[config.mk]
export PLATFORM = sky130hd
export DESIGN_NAME = uart_link_fifo
export DESIGN_NICKNAME = d
export VERILOG_FILES = /design/src/rtl/uart_link_fifo.sv
export SDC_FILE = /design/constraint.sdc
export NUM_CORES = 1
export LEC_CHECK = 0
export CAP_MARGIN = 10
export CORE_AREA = 2 2 150 152
export CTS_CLUSTER_DIAMETER = 100
export CTS_CLUSTER_SIZE = 28
export DETAILED_ROUTE_END_ITERATION = 8
export DIE_AREA = 0 0 152 154
export PLACE_DENSITY = 0.85
export SKIP_CTS_REPAIR_TIMING = 1
export SLEW_MARGIN = 20
export SYNTH_ARGS = -nofsm -noshare
export SYNTH_HDL_FRONTEND = slang
export SYNTH_SLANG_ARGS = --single-unit
[constraint.sdc]
create_clock -name clk -period 9.25 [get_ports clk]
set_clock_uncertainty 0.2 [all_clocks]
set_input_delay 1.3875 -clock clk [delete_from_list [all_inputs] [get_ports clk]]
set_output_delay 1.3875 -clock clk [all_outputs]
set_load 0.01 [all_outputs]
[src/rtl/uart_link_fifo.sv]
// Full-duplex UART endpoint with TX/RX FIFOs.
// Sticky frame-error and overrun flags; configurable baud, width and stop bits.
module uart_link_fifo_buf #(
  parameter int W     = 8,
  parameter int DEPTH = 16
) (
  input  logic                     clk,
  input  logic                     rst,
  input  logic                     i_push,
  input  logic [W-1:0]             i_data,
  input  logic                     i_pop,
  output logic                     o_full,
  output logic                     o_empty,
  output logic [W-1:0]             o_data,
  output logic [$clog2(DEPTH):0]   o_level
);
  localparam int AW = $clog2(DEPTH);

  logic [W-1:0]  r_mem [DEPTH];
  logic [AW-1:0] r_wp;
  logic [AW-1:0] r_rp;
  logic [AW:0]   r_level;
  logic          w_wr;
  logic          w_rd;

  assign o_full  = (r_level == (AW+1)'(DEPTH));
  assign o_empty = (r_level == '0);
  assign o_data  = r_mem[r_rp];
  assign o_level = r_level;

  // A full FIFO still accepts a push when the head leaves this cycle.
  assign w_rd = i_pop && !o_empty;
  assign w_wr = i_push && (!o_full || w_rd);

  always_ff @(posedge clk) begin
    if (rst) begin
      r_wp    <= '0;
      r_rp    <= '0;
      r_level <= '0;
    end else begin
      if (w_wr) r_wp <= r_wp + AW'(1);
      if (w_rd) r_rp <= r_rp + AW'(1);
      r_level <= r_level + (AW+1)'(w_wr) - (AW+1)'(w_rd);
    end
  end

  always_ff @(posedge clk) begin
    if (w_wr) r_mem[r_wp] <= i_data;
  end
endmodule

module uart_link_fifo #(
  parameter int CLK_PER_HALF_BIT = 434,
  parameter int DATA_BITS        = 8,
  parameter int STOP_BITS        = 1,
  parameter int FIFO_DEPTH       = 16
) (
  input  logic                          clk,
  input  logic                          rst,
  input  logic                          rxd,
  output logic                          txd,
  input  logic [DATA_BITS-1:0]          tx_data,
  input  logic                          tx_valid,
  output logic                          tx_ready,
  output logic [DATA_BITS-1:0]          rx_data,
  output logic                          rx_valid,
  input  logic                          rx_ready,
  output logic [$clog2(FIFO_DEPTH):0]   tx_level,
  output logic [$clog2(FIFO_DEPTH):0]   rx_level,
  output logic                          frame_err,
  output logic                          overrun,
  input  logic                          clr_err
);
  localparam int BIT = 2 * CLK_PER_HALF_BIT;
  localparam int CW  = $clog2(BIT);
  localparam int BW  = $clog2(DATA_BITS + 1);

  typedef enum logic [1:0] {
    TX_IDLE, TX_START, TX_DATA, TX_STOP
  } tx_st_t;

  typedef enum logic [2:0] {
    RX_IDLE, RX_START, RX_DATA, RX_STOP, RX_BREAK
  } rx_st_t;

  // ---------------- FIFOs ----------------
  logic                 w_txf_full;
  logic                 w_txf_empty;
  logic [DATA_BITS-1:0] w_txf_data;
  logic                 w_tx_pop;
  logic                 w_rxf_full;
  logic                 w_rxf_empty;
  logic                 w_rx_pop;
  logic                 w_rx_done;

  uart_link_fifo_buf #(
    .W     (DATA_BITS),
    .DEPTH (FIFO_DEPTH)
  ) u_txf (
    .clk     (clk),
    .rst     (rst),
    .i_push  (tx_valid),
    .i_data  (tx_data),
    .i_pop   (w_tx_pop),
    .o_full  (w_txf_full),
    .o_empty (w_txf_empty),
    .o_data  (w_txf_data),
    .o_level (tx_level)
  );

  logic [DATA_BITS-1:0] r_rx_sh;

  uart_link_fifo_buf #(
    .W     (DATA_BITS),
    .DEPTH (FIFO_DEPTH)
  ) u_rxf (
    .clk     (clk),
    .rst     (rst),
    .i_push  (w_rx_done),
    .i_data  (r_rx_sh),
    .i_pop   (w_rx_pop),
    .o_full  (w_rxf_full),
    .o_empty (w_rxf_empty),
    .o_data  (rx_data),
    .o_level (rx_level)
  );

  assign tx_ready = !w_txf_full || w_tx_pop;
  assign rx_valid = !w_rxf_empty;
  assign w_rx_pop = rx_ready && !w_rxf_empty;

  // ---------------- TX ----------------
  tx_st_t               r_tx_st;
  tx_st_t               w_tx_nxt;
  logic [CW-1:0]        r_tx_cnt;
  logic [BW-1:0]        r_tx_bits;
  logic [DATA_BITS-1:0] r_tx_sh;
  logic                 r_txd;
  logic                 w_tx_end;
  logic                 w_tx_last;
  logic                 w_tx_sdone;

  assign w_tx_end  = (r_tx_cnt == CW'(BIT - 1));
  assign w_tx_last = (r_tx_bits == BW'(DATA_BITS - 1));
  // Last stop bit ends one cycle early: the IDLE pop cycle supplies it.
  assign w_tx_sdone = (r_tx_cnt == CW'(BIT - 2)) &&
                      (r_tx_bits == BW'(STOP_BITS - 1));
  assign txd = r_txd;

  always_ff @(posedge clk) begin
    if (rst) r_tx_st <= TX_IDLE;
    else     r_tx_st <= w_tx_nxt;
  end

  always_comb begin
    w_tx_nxt = r_tx_st;
    w_tx_pop = 1'b0;
    unique case (r_tx_st)
      TX_IDLE: begin
        if (!w_txf_empty) begin
          w_tx_pop = 1'b1;
          w_tx_nxt = TX_START;
        end
      end
      TX_START: if (w_tx_end) w_tx_nxt = TX_DATA;
      TX_DATA:  if (w_tx_end && w_tx_last) w_tx_nxt = TX_STOP;
      TX_STOP:  if (w_tx_sdone) w_tx_nxt = TX_IDLE;
      default:  w_tx_nxt = TX_IDLE;
    endcase
  end

  always_ff @(posedge clk) begin
    if (rst) begin
      r_txd     <= 1'b1;
      r_tx_cnt  <= '0;
      r_tx_bits <= '0;
      r_tx_sh   <= '0;
    end else begin
      unique case (r_tx_st)
        TX_IDLE: begin
          if (w_tx_pop) begin
            r_tx_sh   <= w_txf_data;
            r_txd     <= 1'b0;
            r_tx_cnt  <= '0;
            r_tx_bits <= '0;
          end
        end
        TX_START: begin
          if (w_tx_end) begin
            r_tx_cnt <= '0;
            r_txd    <= r_tx_sh[0];
          end else begin
            r_tx_cnt <= r_tx_cnt + CW'(1);
          end
        end
        TX_DATA: begin
          if (w_tx_end) begin
            r_tx_cnt <= '0;
            if (w_tx_last) begin
              r_txd     <= 1'b1;
              r_tx_bits <= '0;
            end else begin
              r_tx_sh   <= r_tx_sh >> 1;
              r_txd     <= r_tx_sh[1];
              r_tx_bits <= r_tx_bits + BW'(1);
            end
          end else begin
            r_tx_cnt <= r_tx_cnt + CW'(1);
          end
        end
        TX_STOP: begin
          if (w_tx_end) begin
            r_tx_cnt  <= '0;
            r_tx_bits <= r_tx_bits + BW'(1);
          end else begin
            r_tx_cnt <= r_tx_cnt + CW'(1);
          end
        end
        default: ;
      endcase
    end
  end

  // ---------------- RX ----------------
  logic          r_rx_s1;
  logic          r_rx_s2;
  logic          r_rx_s3;
  logic          w_rx;
  logic          w_fall;
  rx_st_t        r_rx_st;
  rx_st_t        w_rx_nxt;
  logic [CW-1:0] r_rx_cnt;
  logic [BW-1:0] r_rx_bits;
  logic          w_rx_half;
  logic          w_rx_end;
  logic          w_rx_last;
  logic          w_ferr_set;
  logic          w_ovr_set;

  assign w_rx      = r_rx_s2;
  assign w_fall    = r_rx_s3 && !r_rx_s2;
  assign w_rx_half = (r_rx_cnt == CW'(CLK_PER_HALF_BIT - 1));
  assign w_rx_end  = (r_rx_cnt == CW'(BIT - 1));
  assign w_rx_last = (r_rx_bits == BW'(DATA_BITS - 1));
  assign w_ovr_set = w_rx_done && w_rxf_full && !w_rx_pop;

  always_ff @(posedge clk) begin
    if (rst) begin
      r_rx_s1 <= 1'b1;
      r_rx_s2 <= 1'b1;
      r_rx_s3 <= 1'b1;
      r_rx_st <= RX_IDLE;
    end else begin
      r_rx_s1 <= rxd;
      r_rx_s2 <= r_rx_s1;
      r_rx_s3 <= r_rx_s2;
      r_rx_st <= w_rx_nxt;
    end
  end

  always_comb begin
    w_rx_nxt   = r_rx_st;
    w_rx_done  = 1'b0;
    w_ferr_set = 1'b0;
    unique case (r_rx_st)
      RX_IDLE:  if (w_fall) w_rx_nxt = RX_START;
      RX_START: if (w_rx_half) w_rx_nxt = w_rx ? RX_IDLE : RX_DATA;
      RX_DATA:  if (w_rx_end && w_rx_last) w_rx_nxt = RX_STOP;
      RX_STOP: begin
        if (w_rx_end) begin
          if (w_rx) begin
            w_rx_done = 1'b1;
            w_rx_nxt  = RX_IDLE;
          end else begin
            w_ferr_set = 1'b1;
            w_rx_nxt   = RX_BREAK;
          end
        end
      end
      RX_BREAK: if (w_rx) w_rx_nxt = RX_IDLE;
      default:  w_rx_nxt = RX_IDLE;
    endcase
  end

  always_ff @(posedge clk) begin
    if (rst) begin
      r_rx_cnt  <= '0;
      r_rx_bits <= '0;
      r_rx_sh   <= '0;
    end else begin
      unique case (r_rx_st)
        RX_START: begin
          if (w_rx_half) begin
            r_rx_cnt  <= '0;
            r_rx_bits <= '0;
          end else begin
            r_rx_cnt <= r_rx_cnt + CW'(1);
          end
        end
        RX_DATA: begin
          if (w_rx_end) begin
            r_rx_cnt  <= '0;
            r_rx_sh   <= {w_rx, r_rx_sh[DATA_BITS-1:1]};
            r_rx_bits <= r_rx_bits + BW'(1);
          end else begin
            r_rx_cnt <= r_rx_cnt + CW'(1);
          end
        end
        RX_STOP: begin
          if (w_rx_end) r_rx_cnt <= '0;
          else          r_rx_cnt <= r_rx_cnt + CW'(1);
        end
        default: r_rx_cnt <= '0;
      endcase
    end
  end

  // ---------------- sticky flags ----------------
  logic r_ferr;
  logic r_ovr;

  assign frame_err = r_ferr;
  assign overrun   = r_ovr;

  always_ff @(posedge clk) begin
    if (rst) begin
      r_ferr <= 1'b0;
      r_ovr  <= 1'b0;
    end else begin
      if (w_ferr_set)   r_ferr <= 1'b1;
      else if (clr_err) r_ferr <= 1'b0;
      if (w_ovr_set)    r_ovr  <= 1'b1;
      else if (clr_err) r_ovr  <= 1'b0;
    end
  end
endmodule

==> impl_metrics.toml <==
[die]
fp.dieH_um = 154
initial_core_util = 0.651
core_area_um2 = 21700
die_w_um = 152
ios = 37
num_rows = 54
die_area_um2 = 23400

[sta]
grt_setup_unrepaired = "no"
max_slew_margin = 0.244
setup_viol = 0
hold_viol_final = 0
setup_ws_ps = 4750
worst_pin_slew_ps = 1130
tns_ps = 0
hold_ws_ps = 224
fin_crit_ps = 4500
drv_slew = 0
fmax_mhz = 222
min_period_over_period = 0.487

[worst_setup_path]
worstPathRequired_ps = 7660
slowest_stage = "dfxtp_4"
crit_chain = "mux4_2 > mux4_2 > clkdlybuf4s50_1"
critPathKind = "flip-flop to primary output"
critical_path.endpoint_type = "primary output"
crit_buf_inv = 1
worstPathArrival_ps = 2920
crit_path_max_fanout = 32
max_stage_delay_ps = 770
start_kind = "flip-flop"
crit_family = "multiplexers"
crit_top_cell = "mux4_2"

[power_and_ir_drop]
power_density_nw_per_um2 = 236
p_total_mw = 3.58
p_leak_nw = 4.95
ir_drop_mv = 0.184

[synthesis]
synth-seq-cells = 345
synth_seq_area_share = 0.670
avgSynthCellArea_um2 = 15.6
synth_flop_cell = "edfxtp_1"
synth_area_um2 = 14100
yosysWarnings = 0
ys_async_sr_fraction = 0
synth_cell_type_count = 62
synth_edf_count = 256
syn_nets = 954
syn_inst = 904

[clocking]
clock_path_buffers = 3
path_clk_slew_ps = 110
cts_buffers = 16
cts_tree = "done"
clk_latency_ps = 520
cts_num_sinks = 345
root_buffer = "clkbuf_16"
htreeDepth = 1

[route]
num_vias = 7753
first_pass_iters = 6
post_drt_wl_per_cell_um = 22.8
drt_iter0_drc = 716
antenna_left = 0
drc = 0
via_per_inst = 6.40
wl_mm = 27.6

[placed_design]
postPlaceCellArea_um2 = 14700
gp_congestion = 0.831
dpl.hpwl_mm = 18.3
io_buffer_count = 36
pre_cts_ws_ps = 4920
post-place-cells = 1184

[hold_path]
min_path_type = "flip-flop to flip-flop"

[cells_and_area]
multi_input_area_um2 = 4350
design_area_um2 = 15200
syn_to_final_growth_pct = 7.63
nets = 972
final_common_cell = "edfxtp_1"
finish.utilization = 0.701
drive_gt1_frac = 0.127
register_area_um2 = 9470
fillCellCount = 1364
finalNonFillerCells = 1211
antennaDiodeCount = 0
layout_common_cells = "256 x edfxtp_1, 91 x nor2_1, 87 x dfxtp_1, 71 x mux4_2, 41 x inv_1"

[global_routing]
grt_antenna_before_repair = 0
grt_pass1_wl_mm = 43.3
grt_pass1_vias = 7694
grt_max_degree = 74
grt_use_total = 0.239
overflow = 0

[flow_run]
cap_violations = 0

[status]
status = "completed"
final cells by class:
class	count	share of cell area
sequential	345	0.623
multi-input combinational	476	0.286
clock buffer	26	0.0302
timing repair buffer	42	0.0263
tap	280	0.0230
inverter	41	0.0101
clock inverter	1	0.00132
kinds of logic (layout without fill, tap and decap cells):
group,after synthesis,after routing,synth area share
adder cells (fa/ha/maj),36,36,0.0329
AO/OA/AOI/OAI,104,104,0.0493
flip-flops,345,345,0.670
AND/OR/NAND/NOR,218,218,0.0799
buffers and inverters,83,110,0.0231
multiplexers,94,94,0.130
XOR/XNOR,24,24,0.0149
sequential cells by signal, summed over array words and instances (netlist names), 2 cells and up, named ones only:
register / cells
r_rx_bits: 4
r_rx_cnt: 10
r_rx_sh: 8
r_rx_st: 3
r_tx_bits: 4
r_tx_cnt: 10
r_tx_sh: 8
r_tx_st: 2
u_rxf.o_level: 5
u_rxf.r_mem: 128
u_rxf.r_rp: 4
u_rxf.r_wp: 4
u_txf.o_level: 5
u_txf.r_mem: 128
u_txf.r_rp: 4
u_txf.r_wp: 4
worst register-to-register path: cells and delay by family (launching register included):
kind / cells / cell delay [ps]
AOI/OAI and AO/OA: 3 / 930
adders and majority gates: 4 / 920
buffers and inverters: 5 / 530
DFF: 1 / 350
and+or+nand+nor: 3 / 840
worst paths after layout:
kind                                     from                          end  slack, ps  cells after the start
setup / recovery                    flip-flop                   rx_data[6]       4750                      3
hold / removal             r_rx_s1$_SDFF_PP1_           r_rx_s2$_SDFF_PP1_        220                      1
setup reg to reg  u_txf.o_level[2]$_SDFF_PP0_  u_txf.o_level[4]$_SDFF_PP0_       5410                     15
hold reg to reg            r_rx_s1$_SDFF_PP1_           r_rx_s2$_SDFF_PP1_        220                      1
per-layer routing:
metal  part of all wire  global-route usage
met1               0.39               0.309
met2               0.52               0.425
met3              0.055              0.0352
met4              0.029              0.0672
met5                  0                   0
cells in the mapped netlist (9+ instances only):
cell	instances	area, µm²
a211oi_1	10	75.1
inv_1	41	154
dfxtp_1	89	1780
ha_1	34	425
nor2_1	91	342
mux2i_1	22	220
clkbuf_1	28	105
mux4_2	71	1600
nand2_1	25	93.8
and3_1	14	87.6
buf_2	9	45.0
a21oi_1	32	160
nand3_1	16	80.1
nor3_1	13	65.1
a22oi_1	14	105
edfxtp_1	256	7690
o21ai_0	12	60.1
a311oi_1	10	87.6
xor2_1	17	149
report_power, final:
part	leakage [nW]	total, mW	switching, mW	internal [mW]
logic	1.66	0.958	0.474	0.483
clock network	0.230	0.810	0.458	0.352
registers	3.07	1.82	0.0919	1.72
Power figures use the tool's default switching activity.
